==> src/rtl/mem_msgs_pkg.sv <==
// Memory request/response message formats for 4-byte word accesses.
package mem_msgs;

  localparam logic [2:0] MEM_TYPE_READ  = 3'd0;
  localparam logic [2:0] MEM_TYPE_WRITE = 3'd1;

  typedef struct packed {
    logic [2:0]  type_;
    logic [7:0]  opaque;
    logic [31:0] addr;
    logic [1:0]  len;     // 0 encodes a full 4-byte access
    logic [31:0] data;
  } mem_req_4B_t;

  typedef struct packed {
    logic [2:0]  type_;
    logic [7:0]  opaque;
    logic [1:0]  test;
    logic [1:0]  len;
    logic [31:0] data;
  } mem_resp_4B_t;

endpackage

==> src/rtl/xcel_msgs_pkg.sv <==
// Processor <-> accelerator request/response message formats.
package xcel_msgs;

  localparam logic XCEL_TYPE_READ  = 1'b0;
  localparam logic XCEL_TYPE_WRITE = 1'b1;

  localparam logic [4:0] XR_GO   = 5'd0;
  localparam logic [4:0] XR_BASE = 5'd1;
  localparam logic [4:0] XR_SIZE = 5'd2;

  typedef struct packed {
    logic [7:0]  opaque;
    logic        type_;
    logic [4:0]  addr;
    logic [31:0] data;
  } xcel_req_t;

  typedef struct packed {
    logic [7:0]  opaque;
    logic        type_;
    logic [31:0] data;
  } xcel_resp_t;

endpackage

==> src/rtl/xcel_sum_accel_pkg.sv <==
// Local types and helpers for the summing accelerator.
package xcel_sum_accel_pkg;

  typedef enum logic {
    IDLE = 1'b0,
    CALC = 1'b1
  } state_e;

  // Word address of element idx of the array starting at base.
  function automatic logic [31:0] elem_addr(input logic [31:0] base, input logic [31:0] idx);
    return base + (idx << 2);
  endfunction

endpackage

==> src/rtl/xcel_sum_accel_ctrl.sv <==
// Control for the summing accelerator: run state, issue/receive counters,
// in-flight credit check and all handshake valid/ready signals.
module xcel_sum_accel_ctrl
  import xcel_sum_accel_pkg::*;
#(
  parameter int unsigned P_MAX_INFLIGHT = 4
)(
  input  logic        clk,
  input  logic        reset,
  input  logic        xcel_req_val_i,
  input  logic        go_i,            // accepted write to the go register
  input  logic        xcel_resp_rdy_i,
  input  logic        memreq_rdy_i,
  input  logic        memresp_val_i,
  input  logic [31:0] size_i,
  output logic        xcel_req_rdy_o,
  output logic        xcel_resp_val_o,
  output logic        memreq_val_o,
  output logic        memresp_rdy_o,
  output logic [31:0] issued_o
);

  state_e      state_q, state_d;
  logic [31:0] issued_q, issued_d;
  logic [31:0] received_q, received_d;
  logic        resp_val_q, resp_val_d;
  logic        memreq_fire, memresp_fire;

  // Next-state, counters and handshake outputs
  always_comb begin
    state_d        = state_q;
    memresp_rdy_o  = (state_q == CALC);
    memreq_val_o   = (state_q == CALC) && (issued_q < size_i) &&
                     ((issued_q - received_q) < 32'(P_MAX_INFLIGHT));
    xcel_req_rdy_o = (state_q == IDLE) && (!resp_val_q || xcel_resp_rdy_i);
    memreq_fire    = memreq_val_o && memreq_rdy_i;
    memresp_fire   = memresp_val_i && memresp_rdy_o;
    issued_d       = issued_q + 32'(memreq_fire);
    received_d     = received_q + 32'(memresp_fire);

    // one-entry response slot: refill on accept, drain on downstream ready
    resp_val_d = resp_val_q;
    if (xcel_req_val_i && xcel_req_rdy_o) resp_val_d = 1'b1;
    else if (xcel_resp_rdy_i)             resp_val_d = 1'b0;

    case (state_q)
      IDLE: if (go_i) begin
        state_d    = CALC;
        issued_d   = '0;
        received_d = '0;
      end
      CALC: if (received_d == size_i) state_d = IDLE;
      default: state_d = IDLE;
    endcase
  end

  // State and counter registers
  always_ff @(posedge clk) begin
    if (reset) begin
      state_q    <= IDLE;
      issued_q   <= '0;
      received_q <= '0;
      resp_val_q <= 1'b0;
    end else begin
      state_q    <= state_d;
      issued_q   <= issued_d;
      received_q <= received_d;
      resp_val_q <= resp_val_d;
    end
  end

  assign xcel_resp_val_o = resp_val_q;
  assign issued_o        = issued_q;

endmodule

==> src/rtl/xcel_sum_accel.sv <==
// Summing accelerator: configure base/size through xcel registers, write xr0
// to stream-read size words from memory and accumulate; read xr0 for the sum.
module xcel_sum_accel
  import xcel_msgs::*;
  import mem_msgs::*;
  import xcel_sum_accel_pkg::*;
#(
  parameter int unsigned p_max_inflight = 4
)(
  input  logic         clk,
  input  logic         reset,
  input  logic         xcel_reqstream_val,
  output logic         xcel_reqstream_rdy,
  input  xcel_req_t    xcel_reqstream_msg,
  output logic         xcel_respstream_val,
  input  logic         xcel_respstream_rdy,
  output xcel_resp_t   xcel_respstream_msg,
  output logic         memreq_val,
  input  logic         memreq_rdy,
  output mem_req_4B_t  memreq_msg,
  input  logic         memresp_val,
  output logic         memresp_rdy,
  input  mem_resp_4B_t memresp_msg
);

  logic [31:0] base_q, base_d;
  logic [31:0] size_q, size_d;
  logic [31:0] sum_q, sum_d;
  xcel_resp_t  resp_q, resp_d;
  logic [31:0] issued;
  logic        req_fire, go;

  assign req_fire = xcel_reqstream_val && xcel_reqstream_rdy;
  assign go       = req_fire && (xcel_reqstream_msg.type_ == XCEL_TYPE_WRITE) &&
                    (xcel_reqstream_msg.addr == XR_GO);

  xcel_sum_accel_ctrl #(.P_MAX_INFLIGHT(p_max_inflight)) u_ctrl (
    .clk             (clk),
    .reset           (reset),
    .xcel_req_val_i  (xcel_reqstream_val),
    .go_i            (go),
    .xcel_resp_rdy_i (xcel_respstream_rdy),
    .memreq_rdy_i    (memreq_rdy),
    .memresp_val_i   (memresp_val),
    .size_i          (size_q),
    .xcel_req_rdy_o  (xcel_reqstream_rdy),
    .xcel_resp_val_o (xcel_respstream_val),
    .memreq_val_o    (memreq_val),
    .memresp_rdy_o   (memresp_rdy),
    .issued_o        (issued)
  );

  // Register decode, response formation and accumulation
  always_comb begin
    base_d = base_q;
    size_d = size_q;
    sum_d  = sum_q;
    resp_d = resp_q;
    if (req_fire) begin
      resp_d.opaque = xcel_reqstream_msg.opaque;
      resp_d.type_  = xcel_reqstream_msg.type_;
      resp_d.data   = '0;
      if (xcel_reqstream_msg.type_ == XCEL_TYPE_WRITE) begin
        case (xcel_reqstream_msg.addr)
          XR_GO:   sum_d  = '0;
          XR_BASE: base_d = xcel_reqstream_msg.data;
          XR_SIZE: size_d = xcel_reqstream_msg.data;
          default: ;
        endcase
      end else begin
        case (xcel_reqstream_msg.addr)
          XR_GO:   resp_d.data = sum_q;
          XR_BASE: resp_d.data = base_q;
          XR_SIZE: resp_d.data = size_q;
          default: resp_d.data = '0;
        endcase
      end
    end
    // go is only accepted in IDLE and responses only in CALC, so no overlap
    if (memresp_val && memresp_rdy) sum_d = sum_q + memresp_msg.data;
  end

  // Datapath registers
  always_ff @(posedge clk) begin
    if (reset) begin
      base_q <= '0;
      size_q <= '0;
      sum_q  <= '0;
      resp_q <= '0;
    end else begin
      base_q <= base_d;
      size_q <= size_d;
      sum_q  <= sum_d;
      resp_q <= resp_d;
    end
  end

  assign xcel_respstream_msg = resp_q;

  always_comb begin
    memreq_msg        = '0;
    memreq_msg.type_  = MEM_TYPE_READ;
    memreq_msg.opaque = issued[7:0];
    memreq_msg.addr   = elem_addr(base_q, issued);
  end

  // Responses arrive in order; only the data field carries information.
  logic unused_memresp;
  assign unused_memresp = ^{memresp_msg.type_, memresp_msg.opaque,
                            memresp_msg.test, memresp_msg.len};

endmodule

==> config.mk <==
export PLATFORM = sky130hd
export DESIGN_NAME = xcel_sum_accel
export DESIGN_NICKNAME = d
export VERILOG_FILES = /design/src/rtl/mem_msgs_pkg.sv /design/src/rtl/xcel_msgs_pkg.sv /design/src/rtl/xcel_sum_accel_pkg.sv /design/src/rtl/xcel_sum_accel_ctrl.sv /design/src/rtl/xcel_sum_accel.sv
export SDC_FILE = /design/constraint.sdc
export NUM_CORES = 1
export LEC_CHECK = 0
export CELL_PAD_IN_SITES_DETAIL_PLACEMENT = 1
export CELL_PAD_IN_SITES_GLOBAL_PLACEMENT = 1
export CORE_ASPECT_RATIO = 1.5
export CORE_MARGIN = 3
export CORE_UTILIZATION = 35
export CTS_BUF_LIST = sky130_fd_sc_hd__clkbuf_4
export CTS_CLUSTER_SIZE = 28
export DETAILED_ROUTE_END_ITERATION = 8
export GPL_ROUTABILITY_DRIVEN = 0
export HOLD_SLACK_MARGIN = 0.12
export PLACE_DENSITY = 0.68
export REMOVE_ABC_BUFFERS = 1
export SYNTH_ARGS = -nofsm -noshare
export SYNTH_HDL_FRONTEND = slang
export SYNTH_SLANG_ARGS = --single-unit
==> constraint.sdc <==
create_clock -name clk -period 13.6 [get_ports clk]
set_clock_uncertainty 0.2 [all_clocks]
set_input_delay 2.04 -clock clk [delete_from_list [all_inputs] [get_ports clk]]
set_output_delay 2.04 -clock clk [all_outputs]
set_load 0.005 [all_outputs]
======== Yosys cells after proc, flatten, opt, wreduce, memory -nomap -nowiden ========
Index checks and enable logic that the tools add are counted.
word-level totals
  flip-flop bits (word level) ............. 203
  output and inout bits ................... 122
  logic and storage cells ................. 54
cells by class
  add/sub/neg operators ................... 5
  $lt $le $gt $ge ......................... 2
  equal/unequal tests ..................... 3
  muxes and demuxes ....................... 15
  bitwise logic cells ..................... 1
  reductions and logical operators ........ 18
operators with widths
  operator             number
  $mux 32              9
  $pmux 32 s3          1
  $add 32x1->32        2
  $add 32x32->32       2
  $eq 32x32->1         1
  $lt 32x3->1 const B  1
  $lt 32x32->1         1
  $sub 32x32->32       1
  $reduce_and 3->1     3
  $logic_and 1x1->1    8
  $reduce_bool 2->1    4
  $eq 5x1->1 const B   1
  $eq 5x2->1 const B   1
  $logic_not 5->1      1
  $mux 1               4
  $pmux 1 s2           1
  $logic_not 1->1      1
  $logic_or 1x1->1     1
  $not 1->1            1

======== Logic depth before layout (Yosys ltp) ========
Gate-level depths: netlist (run 1).
  depth in word-level cells ............... 8
  mapped depth ............................ 29

======== By module ========
Synthesis (run 1) repeated with hierarchy kept, for this count alone.
second synthesis, totals
  cell total of the unflattened synthesis .. 1975
  area total of the unflattened synthesis .. 15097.0 um^2
by module, submodules not included
  module               times used  cells an instance  area each (um^2)  sequential area each (um^2)
  xcel_sum_accel       1           1125               8709.6            2742.6
  xcel_sum_accel_ctrl  1           850                6387.4            1321.3

======== Worst setup path after synthesis (run 1) ========
Ideal clock, no wire load.
  path kind ............................... register to register
  start point ............................. register u_ctrl.issued_q[5], in the netlist u_ctrl.issued_o[5]
  end point ............................... register u_ctrl.issued_q[28], in the netlist u_ctrl.issued_o[28]
  setup time .............................. 0.128 ns
  data arrival time ....................... 5.333 ns
  path slack .............................. 7.940 ns
  cell stages (with the launch flop) ...... 29
  clock period less this slack ............ 5.660 ns
  cell sequence ........................... dfxtp_1 > ha_1 > buf_6 > and2_4 > o21a_1 > or4_1 > o21a_2 > xor2_1 > a2111oi_0 > nand4_1 > a2111oi_0 > o2111ai_1 > nor4_2 > nand4_1 > nor4b_2 > ha_1 > ha_1 > and3_1 > nand3_1 > nor2_1 > and2_1 > inv_1 > nor2_1 > and4_1 > inv_1 > nor2_1 > nand2_1 > xor2_1 > nor2_1
on the way
  longest elaborated chain between the ends .. 7
  elaborated cells between the ends (all ways) .. 9
  those cells by class .................... add/sub: 2; order compare: 2; mux: 2; reduce/logical: 3
RTL lines
  item                                              RTL line                                              text
  start, declared                                   xcel_sum_accel_ctrl.sv:24                             logic [31:0] issued_q, issued_d;
  start signal, assigned                            xcel_sum_accel_ctrl.sv:66                             issued_q <= issued_d;
  $sub 32x32->32 or $lt 32x32->1 (tied branches)    xcel_sum_accel_ctrl.sv:34, xcel_sum_accel_ctrl.sv:33
  $lt 32x3->1 or $logic_and 1x1->1 (tied branches)  xcel_sum_accel_ctrl.sv:34, xcel_sum_accel_ctrl.sv:33
  $logic_and 1x1->1                                 xcel_sum_accel_ctrl.sv:33                             memreq_val_o = (state_q == CALC) && (issued_q < size_i) &&
  $logic_and 1x1->1                                 xcel_sum_accel_ctrl.sv:36                             memreq_fire = memreq_val_o && memreq_rdy_i;
  $add 32x1->32 *                                   xcel_sum_accel_ctrl.sv:38                             issued_d = issued_q + 32'(memreq_fire);
  $mux 32                                           xcel_sum_accel_ctrl.sv:47                             IDLE: if (go_i) begin
  $mux 32 *                                         xcel_sum_accel_ctrl.sv:46                             case (state_q)
Mark *: on every way between the ends. The rest lies on a longest branch, timed or not.
A chain may end at the register's enable or synchronous reset.

======== Final worst setup path (run 1) ========
  start point ............................. register size_q[29]
  end point ............................... output port memreq_val
on the way
  longest elaborated chain between the ends .. 3
RTL lines
  item                             RTL line                   text
  start, declared                  xcel_sum_accel.sv:27       logic [31:0] size_q, size_d;
  start signal, assigned           xcel_sum_accel.sv:92       size_q <= size_d;
  $lt 32x32->1                     xcel_sum_accel_ctrl.sv:33
  $logic_and 1x1->1 (2 in series)  xcel_sum_accel_ctrl.sv:33
  end, declared                    xcel_sum_accel.sv:18       output logic memreq_val,
No other way between the ends.

==> flow_summary_export.csv, run 1 <==
group,metric,value,unit
route,dr.pass1.iters,4,
timing,finalSetupViolCount,0,
clock_tree,cts_buffer_depth,3,
synthesis,synth-compound-area-share,0.199,
clock_tree,cts_tree,"done",
cells_and_area,post-route-util,0.422,
synthesis,synth_top_area_frac,0.288,
floorplanning,pin_count,221,
synthesis,synth_seq_cells,203,
synthesis,synth-async-reset-ratio,0,
clock_tree,clk_latency,0.72,ns
floorplanning,core-area,0.0395,mm^2
route,avgRoutedWirePerCell,19.7,um
clock_tree,htreeDepth,2,
synthesis,synthesis.area,0.0141,mm^2
timing,relSlewSlack,0.384,
timing,rsz0062_at_grt,"false",
clock_tree,cts_resized,0,
timing,finalCritPeriodShare,0.612,
synthesis,synthCells,1843,
global_route,overflow,0,
route,drt_iter0_markers,548,
pwr,p_leak,6.68,nW
clock_tree,postCtsHoldBufs,0,
worst_setup_path,criticalPathCategory,"reg2out",
route,routed_wl,49900,um
synthesis,synth_seq_area_share,0.288,
min_path,min_path_type,"reg2reg",
synthesis,synth_area_leader_cell,"dfxtp_1",
route,drcViolationCount,0,
synthesis,synth.area.top_cells,"dfxtp_1 (29%), ha_1 (11%), nand2_1 (7.5%), xnor2_1 (6.7%), a21oi_1 (6.4%)",
worst_setup_path,worstSetupEndpointType,"output pin",
placement,dpl.hpwl,38900,um
timing,max_freq,0.120,GHz
route,drtAntennaViolNets,0,
job,maxCapViolCount,0,
cells_and_area,final_layout_size_suffix_gt1_frac,0.0551,
route,via_per_inst,5.41,
clock_tree,cts.sink_count,203,
worst_setup_path,required,11.36,ns
synthesis,muxShareOfSynthArea,0.0270,
synthesis,synth.avg_cell_area,7.65,um^2
synthesis,synth_edf_count,0,
cells_and_area,nets,2222,
floorplanning,die_x,170,um
synthesis,synthXorXnorAreaFrac,0.0908,
clock_tree,root_buffer,"clkbuf_4",
floorplanning,die_h,252,um
timing,finalMaxSlewViolations,0,
clock_tree,clkTransAtPathRegs,0.06,ns
placement,placed_area,0.0160,mm^2
clock_tree,cts_buffers,50,
timing,fin_crit,8.32,ns
synthesis,synth.distinct_cells,71,
worst_setup_path,path_max_fanout,5,
timing,hold_viol_final,0,
floorplanning,dieArea,0.0427,mm^2
pwr,power_density,74.2,mW/mm^2
synthesis,yosysMostFrequentCell,"nand2_1",
global_route,grt_pass1_wl,78000,um
cells_and_area,final_cell_area,0.0167,mm^2
clock_tree,cts_setup_buffers,0,
synthesis,ys_warn_count,0,
global_route,grt_pass1_vias,14200,
cells_and_area,area_growth,18.5,%
synthesis,ys.flop_type,"dfxtp_1",
synthesis,synth_fa_ha_area_frac,0.114,
global_route,antenna_found_initial,2,
timing,worstMarginPinSlew,0.924,ns
timing,setup_slack,5.28,ns
placement,portBuffers,168,
synthesis,synth_top_family_by_area,"simple AND/OR/NAND/NOR gates",
timing,final.setup.tns,0,ns
global_route,grt_usage,0.230,
floorplanning,row_count,89,
status,status,"complete, no violations",
synthesis,synth-simple-area-share,0.213,
placement,place_ws,5.07,ns
floorplanning,floorplan.initialDensity,0.356,
timing,whs,0.255,ns
worst_setup_path,worst_setup_path_start_kind,"flip-flop",
worst_setup_path,cp.arrival,6.08,ns
global_route,grt_max_degree,85,
route,via_count,13700,
pwr,ir_drop,0.0475,mV
synthesis,synth_commonest_cells,"nand2_1 (283), dfxtp_1 (203), a21oi_1 (181)",
==> power by group <==
part           internal, mW  switching, mW
Clock                 0.290          0.266
Combinational        0.0387         0.0469
Sequential            0.597        0.00195
==> final cells by class <==
cell class,instances,area [um^2]
clock inverters,21,165
inverters,90,338
clock buffers,68,510
multi-input cells,1469,9210
flip-flops and latches,203,4060
well taps,500,626
fillers,4852,22800
diodes,2,5.00
repair buffers,182,1780
==> registers in the layout, indices dropped and copies added, names as in the netlist <==
signal	flops
sum_q	32
size_q	32
u_ctrl.issued_o	32
xcel_respstream_msg	41
base_q	32
u_ctrl.received_q	32
u_ctrl.memresp_rdy_o	1
u_ctrl.xcel_resp_val_o	1
==> cell usage in the layout, fill, tap and decap left out, types with 16 or more instances in the layout <==
cell type	netlist	routed
dfxtp_1	203	203
conb_1	1	37
a21o_1	26	26
clkinv_1	1	16
nand3_1	65	65
ha_1	125	125
nor3_1	29	27
o21ai_0	77	77
clkbuf_4	0	68
mux2i_1	38	38
nand4_1	25	25
nor2b_1	18	18
and3_1	21	20
xnor2_1	107	107
inv_1	89	89
clkdlybuf4s50_1	0	166
xor2_1	39	39
a21oi_1	181	181
nor2_1	173	173
a22oi_1	38	38
nand2_1	283	283
==> worst paths after layout <==
kind | start | end | slack [ns] | cells past startpoint
worst min register to register | xcel_respstream_msg[34]$_SDFFE_PP0P_ | xcel_respstream_msg[34]$_SDFFE_PP0P_ | 0.25 | 2
worst min-delay path | xcel_respstream_msg[34]$_SDFFE_PP0P_ | xcel_respstream_msg[34]$_SDFFE_PP0P_ | 0.25 | 2
worst max register to register | size_q[29]$_SDFFE_PP0P_ | u_ctrl.issued_o[28]$_SDFF_PP0_ | 5.31 | 28
worst max-delay path | size_q[29]$_SDFFE_PP0P_ | memreq_val | 5.28 | 15
==> critical path, cell delays in order (launching register included) <==
cell             delay (ns)
dfxtp_1                0.50
inv_1                  0.09
ha_1                   0.32
a21oi_1                0.14
nor2b_1                0.06
o21ai_0                0.47
o2111ai_1              0.29
or4_1                  0.52
a2111oi_0              0.68
nand4_1                0.20
a2111oi_0              0.60
o2111ai_1              0.32
nor4_2                 0.27
nand4_1                0.17
nor3_1                 0.20
clkdlybuf4s50_1        0.53
==> metrics by stage <==
stage	instances	power (mW)
CTS	2533	1.26
global route	2535	1.30
floorplan	1762	0.642
global placement	2444	0.697
finish	2535	1.24
detailed placement	2444	0.698
==> routing by layer <==
layer	vias to the layer above	track usage	share of wire
li1	6712	-	-
met1	6632	0.265	0.41
met2	272	0.427	0.52
met3	102	0.0235	0.028
met4	0	0.0996	0.043
met5	-	0	0
==> cells by family (layout without fill, tap and decap cells) <==
| group | count (synthesis) | after routing |
|---|---|---|
| and+or+nand+nor | 674 | 674 |
| AOI/OAI and AO/OA | 447 | 447 |
| buffers and inverters | 207 | 361 |
| DFF | 203 | 203 |
| xor gates and xnor gates | 146 | 146 |
| adders and majority gates | 127 | 127 |
| muxes | 38 | 38 |
| other | 1 | 39 |
(Power assumes the default switching activity.)
==> run 2: changes to the inputs <==
Clock period 13.6 ns to 8.7 ns, I/O delays scaled along.
==> flow_summary_export.csv, run 2 (synthesized netlist as in run 1, its figures left out) <==
group,metric,value,unit
placement,placed_area,0.0161,mm^2
timing,final.setup.tns,0,ns
timing,hold_viol_final,0,
placement,place_inst,2449,
timing,finalSetupViolCount,0,
pwr,power.total,1.91,mW
cells_and_area,fill_cells,4909,
worst_setup_path,cp-startpoint,"size_q[30]$_SDFFE_PP0P_",
worst_setup_path,rr_startpoint,"size_q[30]$_SDFFE_PP0P_",
placement,dpl.hpwl,38500,um
clock_tree,cts_resized,0,
timing,fin_crit,7.79,ns
worst_setup_path,cp.arrival,8.16,ns
timing,setup_slack,0.905,ns
worst_setup_path,crit_path_max_incr_delay,0.65,ns
clock_tree,cts_tree,"done",
floorplanning,die_h,252,um
route,drt_iter0_markers,621,
route,routed_wl,49600,um
pwr,switching_power,0.485,mW
route,avgRoutedWirePerCell,19.5,um
worst_setup_path,path_max_fanout,5,
floorplanning,die_x,170,um
clock_tree,cts_buffers,51,
global_route,grt_pass1_wl,77800,um
floorplanning,row_count,89,
timing,finalMaxSlewViolations,0,
route,via_count,13700,
pwr,swShare,0.254,
cells_and_area,register_area,0.00406,mm^2
cells_and_area,final_layout_size_suffix_gt1_frac,0.0580,
pwr,p_leak,6.70,nW
timing,relSlewSlack,0.332,
worst_setup_path,worstSetupEndpointType,"flip-flop",
pwr,power_density,114,mW/mm^2
route,via_per_inst,5.39,
pwr,ir_drop,0.103,mV
clock_tree,clk_latency,0.71,ns
worst_setup_path,crit_slowest_cell,"a2111oi_0",
global_route,overflow,0,
pwr,power_frac_seq,0.490,
clock_tree,root_buffer,"clkbuf_4",
status,status,"complete, no violations",
pwr,power.internal,1.42,mW
cells_and_area,layout_common_cells,"nand2_1 (283), dfxtp_1 (203), a21oi_1 (181)",
worst_setup_path,required,9.07,ns
clock_tree,cts_buffer_depth,3,
global_route,antenna_found_initial,2,
clock_tree,cts_setup_buffers,0,
pwr,pwr-share-clk,0.440,
min_path,hp-start,"xcel_respstream_msg[33]$_SDFFE_PP0P_",
pwr,combinationalPowerShare,0.070,
route,drtAntennaViolNets,0,
route,dr.pass1.iters,5,
clock_tree,htreeDepth,2,
timing,finalCritPeriodShare,0.896,
cells_and_area,final_cell_area,0.0167,mm^2
timing,worstMarginPinSlew,0.977,ns
clock_tree,clkTransAtPathRegs,0.07,ns
cells_and_area,largest_reg_flops,41,
global_route,grt_usage,0.229,
timing,rsz0062_at_grt,"false",
min_path,min_path_type,"reg2reg",
route,drcViolationCount,0,
floorplanning,floorplan.initialDensity,0.356,
placement,portBuffers,168,
floorplanning,core-area,0.0395,mm^2
global_route,grt_pass1_vias,14500,
cells_and_area,area_growth,18.6,%
job,maxCapViolCount,0,
cells_and_area,nets,2228,
global_route,grt_max_degree,87,
cells_and_area,fin_cells,2538,
worst_setup_path,worst_setup_path_start_kind,"flip-flop",
timing,max_freq,0.128,GHz
floorplanning,dieArea,0.0427,mm^2
placement,place_ws,0.884,ns
floorplanning,pin_count,221,
clock_tree,postCtsHoldBufs,0,
clock_tree,cts.sink_count,203,
worst_setup_path,path_common_cell,"nor2_1",
worst_setup_path,criticalPathCategory,"reg2reg",
cells_and_area,multi_input_area,0.00921,mm^2
cells_and_area,final_common_cell,"nand2_1",
[run 2: power groups by stage]
stage                     clock [mW]  combinational [mW]  sequential, mW
after detailed placement           0               0.133           0.957
after floorplan                    0              0.0473           0.956
after CTS                      0.874               0.134           0.935
after global placement             0               0.132           0.957
final                          0.839               0.133           0.936
after global routing           0.913               0.145           0.936
[run 2: area by class of cell]
type | count | share of cell area
multi-input combinational | 1469 | 0.551
sequential | 203 | 0.243
timing repair buffer | 187 | 0.109
tap | 500 | 0.0375
clock buffer | 70 | 0.0315
inverter | 90 | 0.0202
clock inverter | 17 | 0.00712
antenna | 2 | 0.000300
[run 2: final timing paths]
check | to | slack, ns | cells after the start
setup reg to reg | u_ctrl.issued_o[28]$_SDFF_PP0_ | 0.91 | 29
hold reg to reg | xcel_respstream_msg[33]$_SDFFE_PP0P_ | 0.26 | 2
hold / removal | xcel_respstream_msg[33]$_SDFFE_PP0P_ | 0.26 | 2
setup / recovery | u_ctrl.issued_o[28]$_SDFF_PP0_ | 0.91 | 29
[run 2: through the flow]
step	hold slack, ns	utilization
after global routing	0.285	0.423
after detailed placement	0.253	0.406
after global placement	0.242	0.406
after floorplan	0.244	-
final	0.258	0.423
after CTS	0.263	0.422
[run 2: layer usage]
layer | routed length (um) | GRT usage | up-vias
li1 | - | - | 6706
met1 | 20200 | 0.260 | 6637
met2 | 26100 | 0.427 | 238
met3 | 1170 | 0.0221 | 91
met4 | 2040 | 0.102 | 0
met5 | 0 | 0 | -
[run 2: worst max-delay path: cells and delay by family (launching register included)]
family          cells  cell delay (ns)
simple gates       16             3.64
compound gates      5             2.08
fa+ha+maj           3             0.70
flops               1             0.49
buf+inv             4             0.40
xor+xnor            1             0.15
